[src/rtl/lm07_pkg.sv]
// Shared definitions for the LM07 sensor emulation blocks.
package lm07_pkg;

  typedef enum logic [1:0] {
    IDLE  = 2'd0,
    SHIFT = 2'd1,
    TAIL  = 2'd2
  } lm07_state_e;

  localparam int unsigned LM07_DATA_W = 8;

  // Pin levels of an idle bus: CS deasserted, SCK low.
  localparam logic LM07_CS_IDLE  = 1'b1;
  localparam logic LM07_SCK_IDLE = 1'b0;

endpackage

[src/rtl/lm07_sync_edge.sv]
// Multi-flop synchronizer for one asynchronous pin, with single-cycle
// rise/fall pulses derived from the synchronized level.
module lm07_sync_edge #(
  parameter int unsigned SYNC_STAGES = 2,
  parameter logic        RESET_VAL   = 1'b0
) (
  input  logic SYSCLK,
  input  logic RSTN,
  input  logic din,
  output logic level,
  output logic rise,
  output logic fall
);

  logic [SYNC_STAGES-1:0] chain;
  logic                   prev;

  // Synchronizer chain plus one extra flop holding the previous level.
  always_ff @(posedge SYSCLK or negedge RSTN) begin
    if (!RSTN) begin
      chain <= {SYNC_STAGES{RESET_VAL}};
      prev  <= RESET_VAL;
    end else begin
      chain <= {chain[SYNC_STAGES-2:0], din};
      prev  <= chain[SYNC_STAGES-1];
    end
  end

  assign level = chain[SYNC_STAGES-1];
  assign rise  = level & ~prev;
  assign fall  = ~level & prev;

endmodule

[src/rtl/lm07_spi_target.sv]
// LM07 temperature sensor emulation: SPI target that shifts a held
// temperature word out on SIO, MSB first, changing data after SCK falls.
// Optional frame counter output enabled by defining LM07_TGT_FRAME_CNT_EN.
module lm07_spi_target
  import lm07_pkg::*;
#(
  parameter int unsigned DATA_W      = LM07_DATA_W,
  parameter int unsigned SYNC_STAGES = 2,
  parameter logic        IDLE_LEVEL  = 1'b0
) (
  input  logic              SYSCLK,
  input  logic              RSTN,
  input  logic              CS,
  input  logic              SCK,
  output logic              SIO,
  output logic              SIO_OE,
  input  logic [DATA_W-1:0] temp_data,
  input  logic              temp_valid,
  output logic              busy,
  output logic              frame_done,
  output logic              frame_err
`ifdef LM07_TGT_FRAME_CNT_EN
  ,
  output logic [15:0]       frame_cnt
`endif
);

  localparam int unsigned CNT_W = $clog2(DATA_W + 1);

  lm07_state_e       state, state_n;
  logic [DATA_W-1:0] hold, shreg, shreg_n, load_val;
  logic [CNT_W-1:0]  bitcnt, bitcnt_n, cnt_inc;
  logic              sio_n, ovf, ovf_n, done_n, err_n;
  logic              cs_level, cs_rise, cs_fall;
  logic              sck_level, sck_rise, sck_fall;
  logic [SYNC_STAGES:0] settle;
  logic              armed;

  lm07_sync_edge #(
    .SYNC_STAGES (SYNC_STAGES),
    .RESET_VAL   (LM07_CS_IDLE)
  ) u_cs_sync (
    .SYSCLK (SYSCLK),
    .RSTN   (RSTN),
    .din    (CS),
    .level  (cs_level),
    .rise   (cs_rise),
    .fall   (cs_fall)
  );

  lm07_sync_edge #(
    .SYNC_STAGES (SYNC_STAGES),
    .RESET_VAL   (LM07_SCK_IDLE)
  ) u_sck_sync (
    .SYSCLK (SYSCLK),
    .RSTN   (RSTN),
    .din    (SCK),
    .level  (sck_level),
    .rise   (sck_rise),
    .fall   (sck_fall)
  );

  assign load_val = temp_valid ? temp_data : hold;
  assign cnt_inc  = bitcnt + CNT_W'(1);

  // Holding register: any strobe loads it; the frame copy lives in shreg.
  always_ff @(posedge SYSCLK or negedge RSTN) begin
    if (!RSTN)           hold <= '0;
    else if (temp_valid) hold <= temp_data;
  end

  // Arm frame start only after the synchronizers reflect the pins and the
  // bus has been seen idle, so a CS held low through reset is ignored.
  always_ff @(posedge SYSCLK or negedge RSTN) begin
    if (!RSTN) begin
      settle <= '0;
      armed  <= 1'b0;
    end else begin
      settle <= {settle[SYNC_STAGES-1:0], 1'b1};
      if (settle[SYNC_STAGES] && cs_level == LM07_CS_IDLE && sck_level == LM07_SCK_IDLE)
        armed <= 1'b1;
    end
  end

  // State and datapath registers.
  always_ff @(posedge SYSCLK or negedge RSTN) begin
    if (!RSTN) begin
      state      <= IDLE;
      shreg      <= '0;
      bitcnt     <= '0;
      ovf        <= 1'b0;
      SIO        <= IDLE_LEVEL;
      SIO_OE     <= 1'b0;
      busy       <= 1'b0;
      frame_done <= 1'b0;
      frame_err  <= 1'b0;
    end else begin
      state      <= state_n;
      shreg      <= shreg_n;
      bitcnt     <= bitcnt_n;
      ovf        <= ovf_n;
      SIO        <= sio_n;
      SIO_OE     <= (state_n != IDLE);
      busy       <= (state_n != IDLE);
      frame_done <= done_n;
      frame_err  <= err_n;
    end
  end

  // Next-state logic; cs_rise outranks any SCK edge in the same cycle.
  always_comb begin
    state_n  = state;
    shreg_n  = shreg;
    bitcnt_n = bitcnt;
    ovf_n    = ovf;
    sio_n    = SIO;
    done_n   = 1'b0;
    err_n    = 1'b0;
    unique case (state)
      IDLE: begin
        sio_n = IDLE_LEVEL;
        ovf_n = 1'b0;
        if (cs_fall && armed) begin
          shreg_n  = load_val;
          bitcnt_n = '0;
          sio_n    = load_val[DATA_W-1];
          state_n  = SHIFT;
        end
      end
      SHIFT: begin
        if (cs_rise) begin
          err_n   = 1'b1;
          sio_n   = IDLE_LEVEL;
          state_n = IDLE;
        end else if (sck_rise) begin
          bitcnt_n = cnt_inc;
          if (cnt_inc == CNT_W'(DATA_W)) begin
            sio_n   = IDLE_LEVEL;
            state_n = TAIL;
          end
        end else if (sck_fall) begin
          shreg_n = {shreg[DATA_W-2:0], IDLE_LEVEL};
          sio_n   = shreg[DATA_W-2];
        end
      end
      TAIL: begin
        sio_n = IDLE_LEVEL;
        if (cs_rise) begin
          done_n  = ~ovf;
          err_n   = ovf;
          state_n = IDLE;
        end else if (sck_rise) begin
          ovf_n = 1'b1;
        end
      end
      default: state_n = IDLE;
    endcase
  end

`ifdef LM07_TGT_FRAME_CNT_EN
  // Count completed frames only; wraps naturally at 16 bits.
  always_ff @(posedge SYSCLK or negedge RSTN) begin
    if (!RSTN)       frame_cnt <= '0;
    else if (done_n) frame_cnt <= frame_cnt + 16'd1;
  end
`endif

endmodule

[config.mk]
export PLATFORM = sky130hd
export DESIGN_NAME = lm07_spi_target
export DESIGN_NICKNAME = d
export VERILOG_FILES = /design/src/rtl/lm07_pkg.sv /design/src/rtl/lm07_sync_edge.sv /design/src/rtl/lm07_spi_target.sv
export SDC_FILE = /design/constraint.sdc
export NUM_CORES = 1
export LEC_CHECK = 0
export CORE_AREA = 8 8 68 70
export DETAILED_ROUTE_END_ITERATION = 10
export DIE_AREA = 0 0 76 78
export PLACE_DENSITY = 0.71
export SLEW_MARGIN = 5
export SYNTH_ARGS = -nofsm -noshare
export SYNTH_HDL_FRONTEND = slang
export SYNTH_SLANG_ARGS = --single-unit
[constraint.sdc]
create_clock -name SYSCLK -period 1.6 [get_ports SYSCLK]
set_input_delay 0.32 -clock SYSCLK [delete_from_list [all_inputs] [get_ports SYSCLK]]
set_output_delay 0.32 -clock SYSCLK [all_outputs]
set_load 0.02 [all_outputs]
==> results.md <==
Status:
- The flow ran to the end, and the final reports show no timing, DRC or antenna violations.

Logic synthesis:
- The portion of synthesized cell area occupied by the leading cell type is 0.497.
- The post-synthesis cell count is between 100 and 150.
- The number of register bits inferred by synthesis is 36.
- A synthesized cell averages 12.4 um^2.
- The biggest area consumer among synthesized cells is sky130_fd_sc_hd__dfrtp_1.
- Of the synthesized area, sequential elements account for 0.545.
- Counting every net in the synthesized netlist gives between 150 and 200.
- The synthesized netlist contains 38 unique library cells.
- The Yosys step of the flow raised 0 warnings.
- Of all flip-flops after synthesis, the portion carrying an async set or reset was 1.00.
- The most frequently used cell type in the post-synthesis netlist is sky130_fd_sc_hd__dfrtp_1.
- The commonest cells after synthesis are sky130_fd_sc_hd__dfrtp_1, sky130_fd_sc_hd__o21ai_0, sky130_fd_sc_hd__o31ai_1, sky130_fd_sc_hd__mux2_2, sky130_fd_sc_hd__nand2b_1.
- In this run the cell area of the synthesized design comes to 1660 um^2.
- Among all flip-flop cells after synthesis, the most frequent one is sky130_fd_sc_hd__dfrtp_1.
- Counting flops with a built-in enable in the synthesized netlist gives 0.
- In the post-synthesis netlist, the biggest area contributors are sky130_fd_sc_hd__dfrtp_1, sky130_fd_sc_hd__dfstp_2, sky130_fd_sc_hd__mux2_2, sky130_fd_sc_hd__ha_1, sky130_fd_sc_hd__mux2i_1.

STA:
- Of the available clock period, the critical path in the final layout requires 0.971.
- The maximum achievable frequency is 643 MHz.
- The clock arrives with 0.00855 ns of skew.
- The final-report hold violation count is 0.
- The total count of max-transition violations in the final report is 0.
- The worst path needs approximately 1.6 ns of the cycle, external delays included.
- Setup violations remaining at the end of the flow were counted as 0.

Global routing:
- The number of antenna violations at the first check in global routing was 0.
- The number of global-route vias before repair came to 1268.
- Entering global routing, the biggest net connects 37 pins.
- The first global-routing pass estimated about 5.7 mm of wire.
- The overflow left after global routing is 0.
- The overall track demand over capacity in global routing is 0.118.

CTS:
- The register clock-pin slew on the reported worst setup and hold paths is about 0.11 ns.
- The clock tree from TritonCTS is built.
- The TritonCTS buffer count is 5.
- At the later pin of the worst-skew pair, clock insertion delay measures 0.34 ns.
- CTS placed an instance of sky130_fd_sc_hd__clkbuf_4 at the clock tree root.
- Counting along the longest clock path gives a buffer depth of 2.
- The H-tree was split into 2 levels.
- For this design, the sink count on the clock tree is 36.

Layout:
- The signed area change from the synthesized netlist to the final layout is 34.0%.
- The finished cells cover between 2000 and 2500 um^2.
- In the final layout, the share of cells above drive strength 1 is 0.371.
- The net total in the final layout is around 190.
- 0 antenna diodes ended up in the layout.
- The number of fill cells in the layout is 256.
- Across the whole layout, storage elements account for roughly 910 um^2.
- The total area of multi-input combinational cells is 832 um^2.

Detailed routing:
- For this block, wires on met1 add up to 1.54 mm.
- The via density per instance is 5.45.
- In this run the remaining antenna-violating nets after routing total 0.
- Routed signal wires occupy layers up through met4.
- After detailed routing, the met3 layer carries 164 um of wire.
- The DRC violation count after routing is 0.
- Detailed routing placed a total of 1.85 mm of wire on met2.
- The total vias in the final route is around 1200.
- After detailed routing, the average wire length per cell comes to ~17 um.
- The first TritonRoute pass finished after 4 iterations.
- Summed over all layers, the routed wires come to between 3 and 4 mm.
- The initial DRC count is 81.

Worst setup path:
- Measured in cells, the most critical reg-to-reg path has a length of 4.
- Of all nets on the critical path, the largest fanout is 6.
- The type of origin of the critical path is a register.
- Data on the critical path is required at its endpoint by about 1.8 ns.
- The critical path is of the register to register type.
- The startpoint identified for the worst register-to-register timing path is bitcnt[0]$_DFFE_PN0P_.
- The start point of the critical path is bitcnt[0]$_DFFE_PN0P_.
- For the worst setup path, the data arrival time is about 1.8 ns.
- The endpoint type of the worst setup path is a register.

Placed design:
- The quantity of I/O buffers inserted on ports is 17.
- The cell area reported after detailed placement is between 1500 and 2000 um^2.
- Detailed placement finished with a half-perimeter wire length of between 2 and 2.5 mm.
- Routability-driven placement finished with a final weighted congestion of just under 0.9.

Power and ir drop:
- In this run the power density over the cells is ~1500 nW/um^2.
- Overall power consumption after layout is estimated at ~0.0032 W.
- The maximum vdd ir drop is around 0.62 mV.
- The standby leakage power is around 0.93 nW.

Die:
- For this configuration, the core starts out at a cell density of 0.468.
- The region available for standard cell placement spans between 3000 and 4000 um^2.
- The floorplan step defined a die boundary enclosing around 5900 um^2.
- The die outline width is approximately 76 um.
- The number of placed I/O pins is 18.
- The floorplan step set the die height to ~80 um.
- The floorplan has 22 rows.

Worst hold path:
- The tightest min-delay check is of the input pin to asynchronous set/reset pin type.

Flow run:
- The total of max-cap violations is 0.
## through the flow
stage | instances | setup slack [ns] | hold slack (ns) | utilization | TNS [ns]
after floorplan | 134 | 0.0584 | 0.0244 | - | 0
after global placement | 207 | -0.101 | 0.332 | 0.557 | -0.570
after detailed placement | 207 | -0.137 | 0.335 | 0.557 | -0.909
after CTS | 215 | -0.0419 | 0.361 | 0.580 | -0.0495
after global routing | 218 | -0.00792 | 0.350 | 0.626 | -0.0155
final | 218 | 0.0457 | 0.340 | 0.626 | 0
## per-layer routing
metal | up-vias | global-route usage
met5 | - | 0
met1 | 589 | 0.131
li1 | 556 | -
met2 | 33 | 0.201
met4 | 0 | 0.0627
met3 | 10 | 0.0346
## cell type report
| cell class | instances | share of cell area |
|---|---|---|
| Sequential cell | 36 | 0.408 |
| Multi-Input combinational cell | 87 | 0.374 |
| Timing Repair Buffer | 36 | 0.156 |
| Tap cell | 48 | 0.0270 |
| Clock buffer | 6 | 0.0231 |
| Clock inverter | 2 | 0.00675 |
| Inverter | 3 | 0.00506 |
## cell families after synthesis
kind of cell / count (synthesis) / share of synthesized area
AO/OA/AOI/OAI: 36 / 0.160
adder cells (fa/ha/maj): 6 / 0.0452
buffers and inverters: 11 / 0.0339
flip-flops: 36 / 0.545
multiplexers: 15 / 0.0972
other: 1 / 0.00226
AND/OR/NAND/NOR: 29 / 0.117
## worst max-delay path, cell delays in order, from the launching register on
cell and delay [ns]:
sky130_fd_sc_hd__dfrtp_2 0.48, sky130_fd_sc_hd__a21boi_2 0.22, sky130_fd_sc_hd__o2111ai_4 0.19, sky130_fd_sc_hd__a221o_1 0.37
sky130_fd_sc_hd__or2_1 0.20
## cells in the final DEF (no fill, tap or decap), types with 2 or more instances in the layout
cell and instances:
sky130_fd_sc_hd__ha_4 4, sky130_fd_sc_hd__dfrtp_1 30, sky130_fd_sc_hd__o31ai_1 8, sky130_fd_sc_hd__clkinvlp_4 2, sky130_fd_sc_hd__nand2_1 4, sky130_fd_sc_hd__clkbuf_4 5
sky130_fd_sc_hd__nor2b_1 3, sky130_fd_sc_hd__mux2i_1 6, sky130_fd_sc_hd__mux2_2 7, sky130_fd_sc_hd__nand3_1 2, sky130_fd_sc_hd__inv_2 2, sky130_fd_sc_hd__nand2b_1 5
sky130_fd_sc_hd__dlygate4sd2_1 5, sky130_fd_sc_hd__buf_12 2, sky130_fd_sc_hd__buf_6 4, sky130_fd_sc_hd__nand2b_4 2, sky130_fd_sc_hd__dfstp_2 3, sky130_fd_sc_hd__ha_1 2
sky130_fd_sc_hd__o21ai_1 4, sky130_fd_sc_hd__buf_4 13, sky130_fd_sc_hd__nor3b_1 3, sky130_fd_sc_hd__a21oi_1 2, sky130_fd_sc_hd__clkdlybuf4s50_1 12, sky130_fd_sc_hd__mux2_1 2
sky130_fd_sc_hd__dfrtp_2 3, sky130_fd_sc_hd__o21ai_0 10
## power by group
part / internal, W / switching, W
registers: 0.00109 / 0.000134
logic: 0.000761 / 0.000711
clock network: 0.000213 / 0.000318
total: 0.00206 / 0.00116
## registers in the layout (all words and copies together) (netlist names), 2 cells and up
name,flops
shreg,7
hold,8
state,2
settle,3
u_sck_sync.chain,2
bitcnt,4
u_cs_sync.chain,2
## timing repair
action                     4_1_cts  5_1_grt
hold buffers                     0        0
resized for setup               13       27
pin swaps                        0        7
setup endpoints to repair       15       14
buffers inserted                 0        3
## path summary, 6_finish.rpt
kind	end	slack, ns
hold reg to reg	u_sck_sync.chain[1]$_DFF_PN0_	0.36
setup reg to reg	busy$_DFF_PN0_	0.05
min in group SYSCLK	u_sck_sync.chain[1]$_DFF_PN0_	0.36
hold / removal	hold[4]$_DFF_PN0_	0.34
setup / recovery	busy$_DFF_PN0_	0.05
max in group asynchronous	u_cs_sync.chain[1]$_DFF_PN1_	0.99
Note: power is estimated with default switching activity, not from simulation.
